File: src/rtl/unary_add_1_11.sv
// rtl/unary_add_1_11.sv - serial unary accumulator with drain-to-pulse-train read mode
// Adds two unary bits per cycle into an occupancy counter and replays the tally on dout.
module unary_add_1_11 #(
   parameter int CNT_W = 11
) (
   input  logic clk,
   input  logic rst_n,
   input  logic en,
   input  logic read_or_write,
   input  logic A,
   input  logic B,
   output logic dout,
   output logic C
);

   logic [CNT_W-1:0] count;
   logic [CNT_W:0]   sum;

   // One bit wider than count so the carry out is captured directly.
   always_comb begin
      sum = {1'b0, count} + {{CNT_W{1'b0}}, A} + {{CNT_W{1'b0}}, B};
   end

   always_ff @(posedge clk) begin
      if (rst_n) begin
         count <= '0;
         dout  <= 1'b0;
         C     <= 1'b0;
      end else if (!en) begin
         dout <= 1'b0;
      end else if (!read_or_write) begin
         count <= sum[CNT_W-1:0];
         dout  <= 1'b0;
         if (sum[CNT_W])
            C <= 1'b1;
      end else if (count != '0) begin
         count <= count - 1'b1;
         dout  <= 1'b1;
      end else begin
         dout <= 1'b0;
      end
   end

endmodule

File: config.mk
export PLATFORM = sky130hd
export DESIGN_NAME = unary_add_1_11
export DESIGN_NICKNAME = d
export VERILOG_FILES = /design/src/rtl/unary_add_1_11.sv
export SDC_FILE = /design/constraint.sdc
export NUM_CORES = 1
export LEC_CHECK = 0
export ABC_AREA = 1
export BUFFER_PORTS_ARGS = -buffer_cell sky130_fd_sc_hd__buf_2
export CAP_MARGIN = 20
export CORE_MARGIN = 4
export CORE_UTILIZATION = 39
export CTS_CLUSTER_SIZE = 14
export DETAILED_ROUTE_END_ITERATION = 8
export HOLD_SLACK_MARGIN = 0.05
export SETUP_SLACK_MARGIN = 0.05
export SLEW_MARGIN = 20
export SYNTH_ARGS = -nofsm -noshare
export SYNTH_HDL_FRONTEND = slang
export SYNTH_SLANG_ARGS = --single-unit
File: constraint.sdc
create_clock -name clk -period 3.4 [get_ports clk]
set_clock_uncertainty 0.05 [all_clocks]
set_input_delay 0.51 -clock clk [delete_from_list [all_inputs] [get_ports clk]]
set_output_delay 0.51 -clock clk [all_outputs]
set_load 0.02 [all_outputs]
==> metrics.txt, run 1 <==
fin crit period=approximately 1.9 ns; Final Setup Violations=0; DRC violations left=0; Tot GR Track Use=13.6%; Starting Density=42.5%; flops & latches, synth=13; crit path cell chain=inv_1, fa_1, inv_1, ha_1, nand2_1, inv_1, nand2_1, nand2_1, nand2_1, nor2_1, nand2_1, nand2_1, nand2_1, nor2_1; class of the worst hold path=in2reg; post_cts resized=0; Initial DRC Count=10; Placeable Area=0.00230 mm^2; Sum Neg Setup Slack=0 ns; maxcap violations=0; die width=approximately 58 um; CP peak stage delay=0.44 ns; global-route wire length before repair=3.48 mm; initial antenna violation count=0; area grow syn2layout=6.53%; layout cells sized above 1=approximately 14%; Post-Route WL=2.04 mm; TritonCTS Sinks=13; worst path arrival time=~2.1 ns; Slew Limit Fails=0; TritonRoute pass-1 iters=4; # IOs=8; Filler Cell Count=267; worst skew pair latency=0.29 ns; Post-DP HPWL=1.58 mm; Syn Inst Count=159; # H-tree levels=1; die area=0.00337 mm^2; sequential share of the synthesized area=26.6%; power per cell area=451 mW/mm^2; most frequent CP cell=nand2_1; critical path capture point type=flip-flop; Layout Nets=176; syn nets=168; Via Count=947; crit path launch type=flip-flop; gp weighted congestion=0.859; RSZ-0062 raised after global routing=no; Synth cell types=23; vias in the first global route=834; final core occ=45.3%; CTS Buffer Depth=2; Max Freq=523 MHz; TritonCTS clock tree=yes; GRT overflow=0; Slew @ Worst Pin=around 0.42 ns; Final Hold Vio Count=0; Post-CTS Setup Inserts=0; CP max stage cell=fa_1; Leak Pwr=0.499 nW; Post-DRT Antenna Nets=0; Max VDD drop=0.226 mV; Finished Cell Area=0.00104 mm^2; Std-Cell Rows=17; WP data required=3.58 ns; total CTS buffers=3; outcome=completed; CP Class=reg2reg; largest net degree at the start of global routing=16; WL per Instance=10.5 um; slew margin rel.=72.3%; Antenna Cells=0; via/cell ratio=slightly below 5; warnings from Yosys=0; worst-path maximum fanout=6; post-synthesis cell area=977 um^2; CTS root buffer=clkbuf_4; Syn Area/Cell=around 6 um^2; clock-pin slew on the worst setup and hold paths=0.09 ns; final period utilization=56.2%; placed cell area=~0.0010 mm^2; hold_buf cts=0; die height=58.1 um; PortBufs=7
-- state kept, by name (all words and copies together) (netlist names) --
name,count
count,11
dout,1
C,1
-- layer usage --
layer  GRT usage, %  share of wire, %  wire length [um]  vias to the layer above
li1               -                 -                 -                      508
met1           17.2                50              1030                      418
met2           21.0                44               895                       16
met3           2.67               3.4                69                        5
met4           8.61               2.4                50                        0
met5              0                 0                 0                        -
-- worst max-delay path: cells and delay by family (launching register included) --
kind / cells / cell delay (ns)
adder cells (fa/ha/maj): 2 / 0.63
buffers and inverters: 3 / 0.23
flip-flops: 1 / 0.31
AND/OR/NAND/NOR: 9 / 0.66
-- Yosys cell counts, drive strengths merged --
cell     n  share of area [%]
a21oi    8                4.1
buf      4                3.3
dfxtp   13                 27
fa       1                2.0
ha       2                2.6
inv     16                6.1
nand2   54                 22
nand3    8                4.6
nand3b   1               0.77
nand4    2                1.3
nor2    31                 15
nor3     3                1.5
o21ai   10                5.1
or2      1               0.64
xnor2    1               0.90
xor2     4                3.6
-- cells by family after synthesis --
logic type | after synthesis | synth area share [%]
flops | 13 | 26.6
xor+xnor | 5 | 4.48
simple gates | 100 | 45.6
fa+ha+maj | 3 | 4.61
buf+inv | 20 | 9.47
compound gates | 18 | 9.22
-- through the flow --
step	instances	total power [mW]	worst slack [ns]	hold WS (ns)
final	194	0.469	1.49	0.418
after global routing	194	0.510	1.26	0.419
after CTS	194	0.474	1.47	0.416
after detailed placement	190	0.373	1.21	0.408
after global placement	190	0.370	1.24	0.395
after floorplan	159	0.344	1.43	0.438
-- area by class of cell --
class,instances,area [um^2],share of cell area (%)
clock buffer,4,26.3,2.52
inverter,16,60.1,5.77
multi-input combinational,126,624,60.0
sequential,13,260,25.0
tap,28,35.0,3.37
timing repair buffer,7,35.0,3.37
-- report_power, final --
part	switching [mW]	internal, mW	total (mW)
combinational	0.108	0.0658	0.174
clock	0.0549	0.0456	0.101
sequential	0.0258	0.169	0.194
-- final timing paths --
check                        startpoint  slack, ns  cells after the start                    end
setup / recovery  count[0]$_SDFFE_PP0P_       1.49                     14  count[8]$_SDFFE_PP0P_
hold reg to reg          C$_SDFFE_PP0P_       0.42                      2         C$_SDFFE_PP0P_
hold / removal                    rst_n       0.42                      2  count[8]$_SDFFE_PP0P_
setup reg to reg  count[0]$_SDFFE_PP0P_       1.49                     14  count[8]$_SDFFE_PP0P_
-- cells in the final DEF, fill, tap and decap left out, drive strengths merged --
cell type / instances
a21oi: 8
buf: 7
clkbuf: 4
dfxtp: 13
fa: 1
ha: 2
inv: 16
nand2: 54
nand3: 8
nand3b: 1
nand4: 2
nor2: 31
nor3: 3
o21ai: 10
or2: 1
xnor2: 1
xor2: 4
Note: power is estimated with default switching activity, not from simulation.
==> run 2: changes to the inputs <==
- clock period: 3.4 -> 1.5 ns (I/O delays scaled with it)
==> run 2 against run 1 <==
- the flow now finishes with violations (negative setup slack)
- first-iteration DRC count grew 70%
- wire length grew 14%
- via count grew 3.2%
- largest cell class unchanged
- final cell count grew 6.2%
- die area is the same
- hold slack lost 0.28 ns
- setup slack lost 1.7 ns
- clock power grew 120%
- sequential share of layout area shrank 3.6 points
- critical path type unchanged
- clock-buffer cell count is the same
- design area grew 18%
==> metrics.txt, run 2 (same netlist as run 1, synthesis figures left out) <==
placed cells=200 (+5.3%); global-route wire length before repair=3.99 mm (+15%); Post-DP HPWL=1.69 mm (+6.4%); WP data required=1.67 ns (-1.91 ns); most frequent CP cell=nand2_1; TritonRoute pass-1 iters=4 (unchanged); flop-to-flop setup slack=-0.19 ns (-1.67 ns); layout cells sized above 1=28.7% (+15 points); WL per Instance=11.3 um (+7.2%); crit path cell chain=inv_2, fa_2, inv_2, ha_4, nand2_1, inv_1, nand2_2, nand2_4, nand2_4, nor2_4, nand2_1, nand2_1, nand2_1, nor2_1; Sum Neg Setup Slack=-0.994 ns (-0.994 ns); CTS Buffer Depth=2 (unchanged); Hold Path Stages=2 (unchanged); class of the worst hold path=in2reg; final period utilization=112% (+56 points); Starting Density=42.5% (unchanged); final critical-path setup slack=-0.186 ns (-1.67 ns); Final Setup Violations=10 (+10); Antenna Cells=0 (unchanged); clock-pin slew on the worst setup and hold paths=0.09 ns (about the same); hold_buf cts=0 (unchanged); sw power=477 uW (+150%); via/cell ratio=4.74 (-2.8%); Slew @ Worst Pin=0.360 ns (-0.0554 ns); Via Count=977 (+3.2%); Gate power share=44.7% (+7.6 points); Finished Cell Area=0.00123 mm^2 (+18%); CP Class=reg2reg; outcome=complete, but fails checks; vias in the first global route=945 (+13%); GRT overflow=0 (unchanged); post-route insts no fill=206 (+6.2%); Slew Limit Fails=0 (unchanged); crit path launch type=flip-flop; Final Hold Vio Count=0 (unchanged); Post-Route WL=2.33 mm (+14%); RSZ-0062 raised after global routing=yes; CP max stage cell=fa_2; Largest regs=count: 11 flops, C: 1 flops, dout: 1 flops; worst-path maximum fanout=3 (-3); placed cell area=0.00110 mm^2 (+8.0%); critical path capture point type=flip-flop; commonest non-fill, non-tap cell in the layout=nand2_1; Std-Cell Rows=17 (unchanged); largest net degree at the start of global routing=11 (-5); commonest non-fill, non-tap cells in the layout=nand2_1 (47), nor2_1 (23), inv_1 (13); CP peak stage delay=0.35 ns (-0.09 ns); TritonCTS Sinks=13 (unchanged); switching part of the total power=39.9% (-0.40 points); Max Freq=593 MHz (+13%); Initial DRC Count=17 (+7); Post-DRT Antenna Nets=0 (unchanged); worst path arrival time=1.85 ns (-0.24 ns); gp weighted congestion=0.859 (about the same); Leak Pwr=0.579 nW (+16%); maxcap violations=0 (unchanged); total CTS buffers=3 (unchanged); DP Worst Slack=-0.308 ns (-1.52 ns); sequential share of power=36.7% (-4.8 points); initial antenna violation count=0 (unchanged); max reg flops=11 (unchanged); PortBufs=7 (unchanged); worst r2r path cells=14 (unchanged); area grow syn2layout=25.9%; power per cell area=974 mW/mm^2 (+120%); slew margin rel.=76.0% (+3.7 points); die height=58.1 um (unchanged); register with the most flip-flops=count; fin crit period=1.69 ns (-0.227 ns); Layout Nets=188 (+6.8%); Reg-to-Reg End=count[8]$_SDFFE_PP0P_; CTS root buffer=clkbuf_4; Max VDD drop=0.810 mV (+260%); DRC violations left=0 (unchanged); die width=58.1 um (unchanged); Clock power frac=18.6% (-2.8 points); # H-tree levels=1 (unchanged); Placeable Area=0.00230 mm^2 (unchanged); hold wc startpoint=rst_n; FF-to-FF Start=count[0]$_SDFFE_PP0P_; WHS Endpoint=count[2]$_SDFFE_PP0P_; Tot GR Track Use=15.1% (+1.5 points); die area=0.00337 mm^2 (unchanged); worst skew pair latency=0.28 ns (about the same); Int Power=720 uW (+160%); TritonCTS clock tree=yes; # IOs=8 (unchanged); failing checks=negative setup slack; final core occ=53.5% (+8.2 points)
## run 2: cell count changes in the layout (fill, tap and decap cells not counted), sizes merged
cell,before,now
buf,7,18
nand2,54,55
## run 2: area by class of cell
type	instances	area, um^2
repair buffers	18	125
inverters	16	60.1
flip-flops and latches	13	263
clock buffers	4	26.3
well taps	28	35.0
multi-input cells	127	721
fillers	231	1070
## run 2: how the worst max path moves through the flow
stage,cells past startpoint,from,slack (ns),to
floorplan,13,count[0]$_SDFFE_PP0P_,-0.16,count[8]$_SDFFE_PP0P_
global placement,14,A,-0.24,count[8]$_SDFFE_PP0P_
detailed placement,15,A,-0.31,count[8]$_SDFFE_PP0P_
CTS,14,count[0]$_SDFFE_PP0P_,-0.24,count[8]$_SDFFE_PP0P_
global route,14,count[0]$_SDFFE_PP0P_,-0.29,count[8]$_SDFFE_PP0P_
finish,14,count[0]$_SDFFE_PP0P_,-0.19,count[8]$_SDFFE_PP0P_
## run 2: power groups by stage
stage	Combinational, mW	Clock [mW]	Sequential [mW]
final	0.535	0.223	0.440
after global routing	0.600	0.239	0.448
after CTS	0.505	0.232	0.438
after detailed placement	0.458	0	0.446
after global placement	0.448	0	0.446
after floorplan	0.362	0	0.421
## run 2: metal layers
metal | track usage, % | vias up | part of all wire [%]
met5 | 0 | - | 0
met4 | 5.96 | 0 | 2.8
met3 | 4.90 | 6 | 3.6
met2 | 23.2 | 19 | 46
met1 | 19.5 | 414 | 47
li1 | - | 538 | -
## run 2: metrics by stage
step	hold WS, ns	power, mW
global route	0.146	1.29
floorplan	0.244	0.783
global placement	0.396	0.894
finish	0.142	1.20
CTS	0.145	1.18
detailed placement	0.404	0.904
## run 2: worst max-delay path, delay by kind of cell (launching register included)
family	cells	cell delay, ns
flip-flops	1	0.33
buffers and inverters	3	0.19
adder cells (fa/ha/maj)	2	0.47
AND/OR/NAND/NOR	9	0.56
## run 2: timing repair
| action | in CTS | in global routing |
|---|---|---|
| gates resized for setup | 12 | 14 |
| endpoints found under the setup margin | 13 | 13 |
| cloned | 1 | 0 |
| endpoints found under the hold margin | 0 | 0 |
| buffers inserted | 1 | 1 |
| pin swaps | 12 | 12 |
==> run 3: changes to the inputs <==
==> constraint.sdc (replaced) <==
create_clock -name clk -period 1.5 [get_ports clk]
set_clock_uncertainty 0.05 [all_clocks]
set_input_delay 0.15 -clock clk [delete_from_list [all_inputs] [get_ports clk]]
set_output_delay 0.15 -clock clk [all_outputs]
set_load 0.005 [all_outputs]
==> run 3 against run 2 <==
- the run still ends with negative setup slack left
- final cell count increased by 0.49%
- sequential share of layout area decreased by 0.93 points
- critical path depth decreased by 5
- wire length increased by 6.6%
- hold slack got worse by 0.070 ns
==> metrics.txt, run 3 (same netlist as run 1, synthesis figures left out) <==
Layout Nets=189 (+0.53%); fin crit period=1.70 ns (+0.0182 ns); area grow syn2layout=31.0%; Hold Slack=0.0719 ns (-0.0698 ns); Post-Route WL=2.48 mm (+6.6%); CP max stage cell=fa_2; Leak Pwr=0.585 nW (+1.0%); commonest non-fill, non-tap cell in the layout=nand2_1; critical path capture point type=flip-flop; # H-tree levels=1 (unchanged); Finished Cell Area=0.00128 mm^2 (+4.1%); register with the most flip-flops=count; die width=58.1 um (unchanged); Max VDD drop=0.768 mV (-5.2%); hold_buf cts=0 (unchanged); power per cell area=980 mW/mm^2 (+0.69%); final core occ=55.7% (+2.2 points); Via Count=1065 (+9.0%); vias in the first global route=924 (-2.2%); DRC violations left=0 (unchanged); WL per Instance=12.0 um (+6.1%); Final Hold Vio Count=0 (unchanged); max reg flops=11 (unchanged); Worst path top cell family by delay=simple AND/OR/NAND/NOR gates; via/cell ratio=5.14 (+8.5%); CTS root buffer=clkbuf_4; Slew @ Worst Pin=0.457 ns (+0.0978 ns); sw power=514 uW (+7.7%); crit path launch type=flip-flop; failing checks=negative setup slack; worst skew pair latency=0.28 ns (about the same); largest net degree at the start of global routing=12 (+1); total CTS buffers=3 (unchanged); maxcap violations=0 (unchanged); worst-path maximum fanout=3 (unchanged); Slew Limit Fails=0 (unchanged); post-route insts no fill=207 (+0.49%); CP Class=reg2reg; Post-DRT Antenna Nets=0 (unchanged); slew margin rel.=69.5% (-6.5 points); Antenna Cells=0 (unchanged); TritonCTS clock tree=yes; RSZ-0062 raised after global routing=yes; WP data required=1.67 ns (about the same); switching part of the total power=41.0% (+1.1 points); Gate power share=46.8% (+2.1 points); initial antenna violation count=0 (unchanged); placed cells=199 (-0.50%); Starting Density=42.5% (unchanged); Placeable Area=0.00230 mm^2 (unchanged); die height=58.1 um (unchanged); TritonCTS Sinks=13 (unchanged); worst path arrival time=1.87 ns (+0.02 ns); CP peak stage delay=0.35 ns (about the same); gp weighted congestion=0.829 (-3.5%); die area=0.00337 mm^2 (unchanged); Crit path buffers/inverters=3 (unchanged); Int Power=740 uW (+2.8%); outcome=complete, but fails checks; class of the worst hold path=in2reg; Initial DRC Count=18 (+1); final period utilization=114% (+1.2 points); Max Freq=587 MHz (-1.1%); layout cells sized above 1=33.5% (+4.9 points); Std-Cell Rows=17 (unchanged); crit path cell chain=inv_2, fa_2, buf_4, buf_6, nor2_4, nand3b_1, nor3_1, a21oi_1, nor2_1; Final Setup Violations=11 (+1); TritonRoute pass-1 iters=4 (unchanged); final critical-path setup slack=-0.204 ns (-0.0182 ns); clock-pin slew on the worst setup and hold paths=0.08 ns (about the same); # IOs=8 (unchanged); Tot GR Track Use=15.5% (+0.43 points); sequential share of power=35.4% (-1.3 points); Post-DP HPWL=1.66 mm (-1.6%); Sum Neg Setup Slack=-1.61 ns (-0.615 ns); Largest regs=count: 11 flops, C: 1 flops, dout: 1 flops; GRT overflow=0 (unchanged); PortBufs=7 (unchanged); placed cell area=0.00109 mm^2 (-0.69%); commonest non-fill, non-tap cells in the layout=nand2_1 (42), nor2_1 (22), dfxtp_1 (12); Clock power frac=17.8% (-0.8 points); CTS Buffer Depth=2 (unchanged); global-route wire length before repair=4.09 mm (+2.6%)
run 3: final cells by class:
class                      instances  area, um^2
fill                             226        1020
multi-input combinational        127         764
timing repair buffer              19         133
inverter                          16        60.1
tap                               28        35.0
clock buffer                       4        26.3
sequential                        13         262
run 3: timing repair:
action                                  4_1_cts  5_1_grt
pin swaps                                     9       15
resized for setup                            14       24
buffers inserted                              0        3
cloned                                        1        0
endpoints found under the setup margin       12       13
run 3: through the flow:
step | total power, mW | worst slack (ns)
3_5_place_dp | 0.904 | -0.230
6_report | 1.25 | -0.204
2_1_floorplan | 0.781 | -0.157
3_3_place_gp | 0.890 | -0.177
4_1_cts | 1.19 | -0.173
5_1_grt | 1.34 | -0.345
run 3: routing by layer:
metal	GRT usage [%]	up-vias	routed length, um	share of wire (%)
met4	2.98	0	44	1.8
met2	27.6	30	1230	50
met3	4.23	6	131	5.3
met5	0	-	0	0
li1	-	540	-	-
met1	18.7	489	1080	43
run 3: final timing paths:
kind | start | to | slack [ns] | depth (start not counted)
max | count[0]$_SDFFE_PP0P_ | C$_SDFFE_PP0P_ | -0.20 | 9
min | rst_n | count[2]$_SDFFE_PP0P_ | 0.07 | 2
max reg2reg | count[0]$_SDFFE_PP0P_ | C$_SDFFE_PP0P_ | -0.20 | 9
min reg2reg | C$_SDFFE_PP0P_ | C$_SDFFE_PP0P_ | 0.42 | 2
run 3: power by group through the flow:
| stage | Sequential, mW | Clock, mW | Combinational (mW) |
|---|---|---|---|
| after detailed placement | 0.447 | 0 | 0.457 |
| after global routing | 0.450 | 0.242 | 0.651 |
| after global placement | 0.446 | 0 | 0.444 |
| after CTS | 0.440 | 0.234 | 0.512 |
| after floorplan | 0.419 | 0 | 0.362 |
| final | 0.444 | 0.223 | 0.588 |
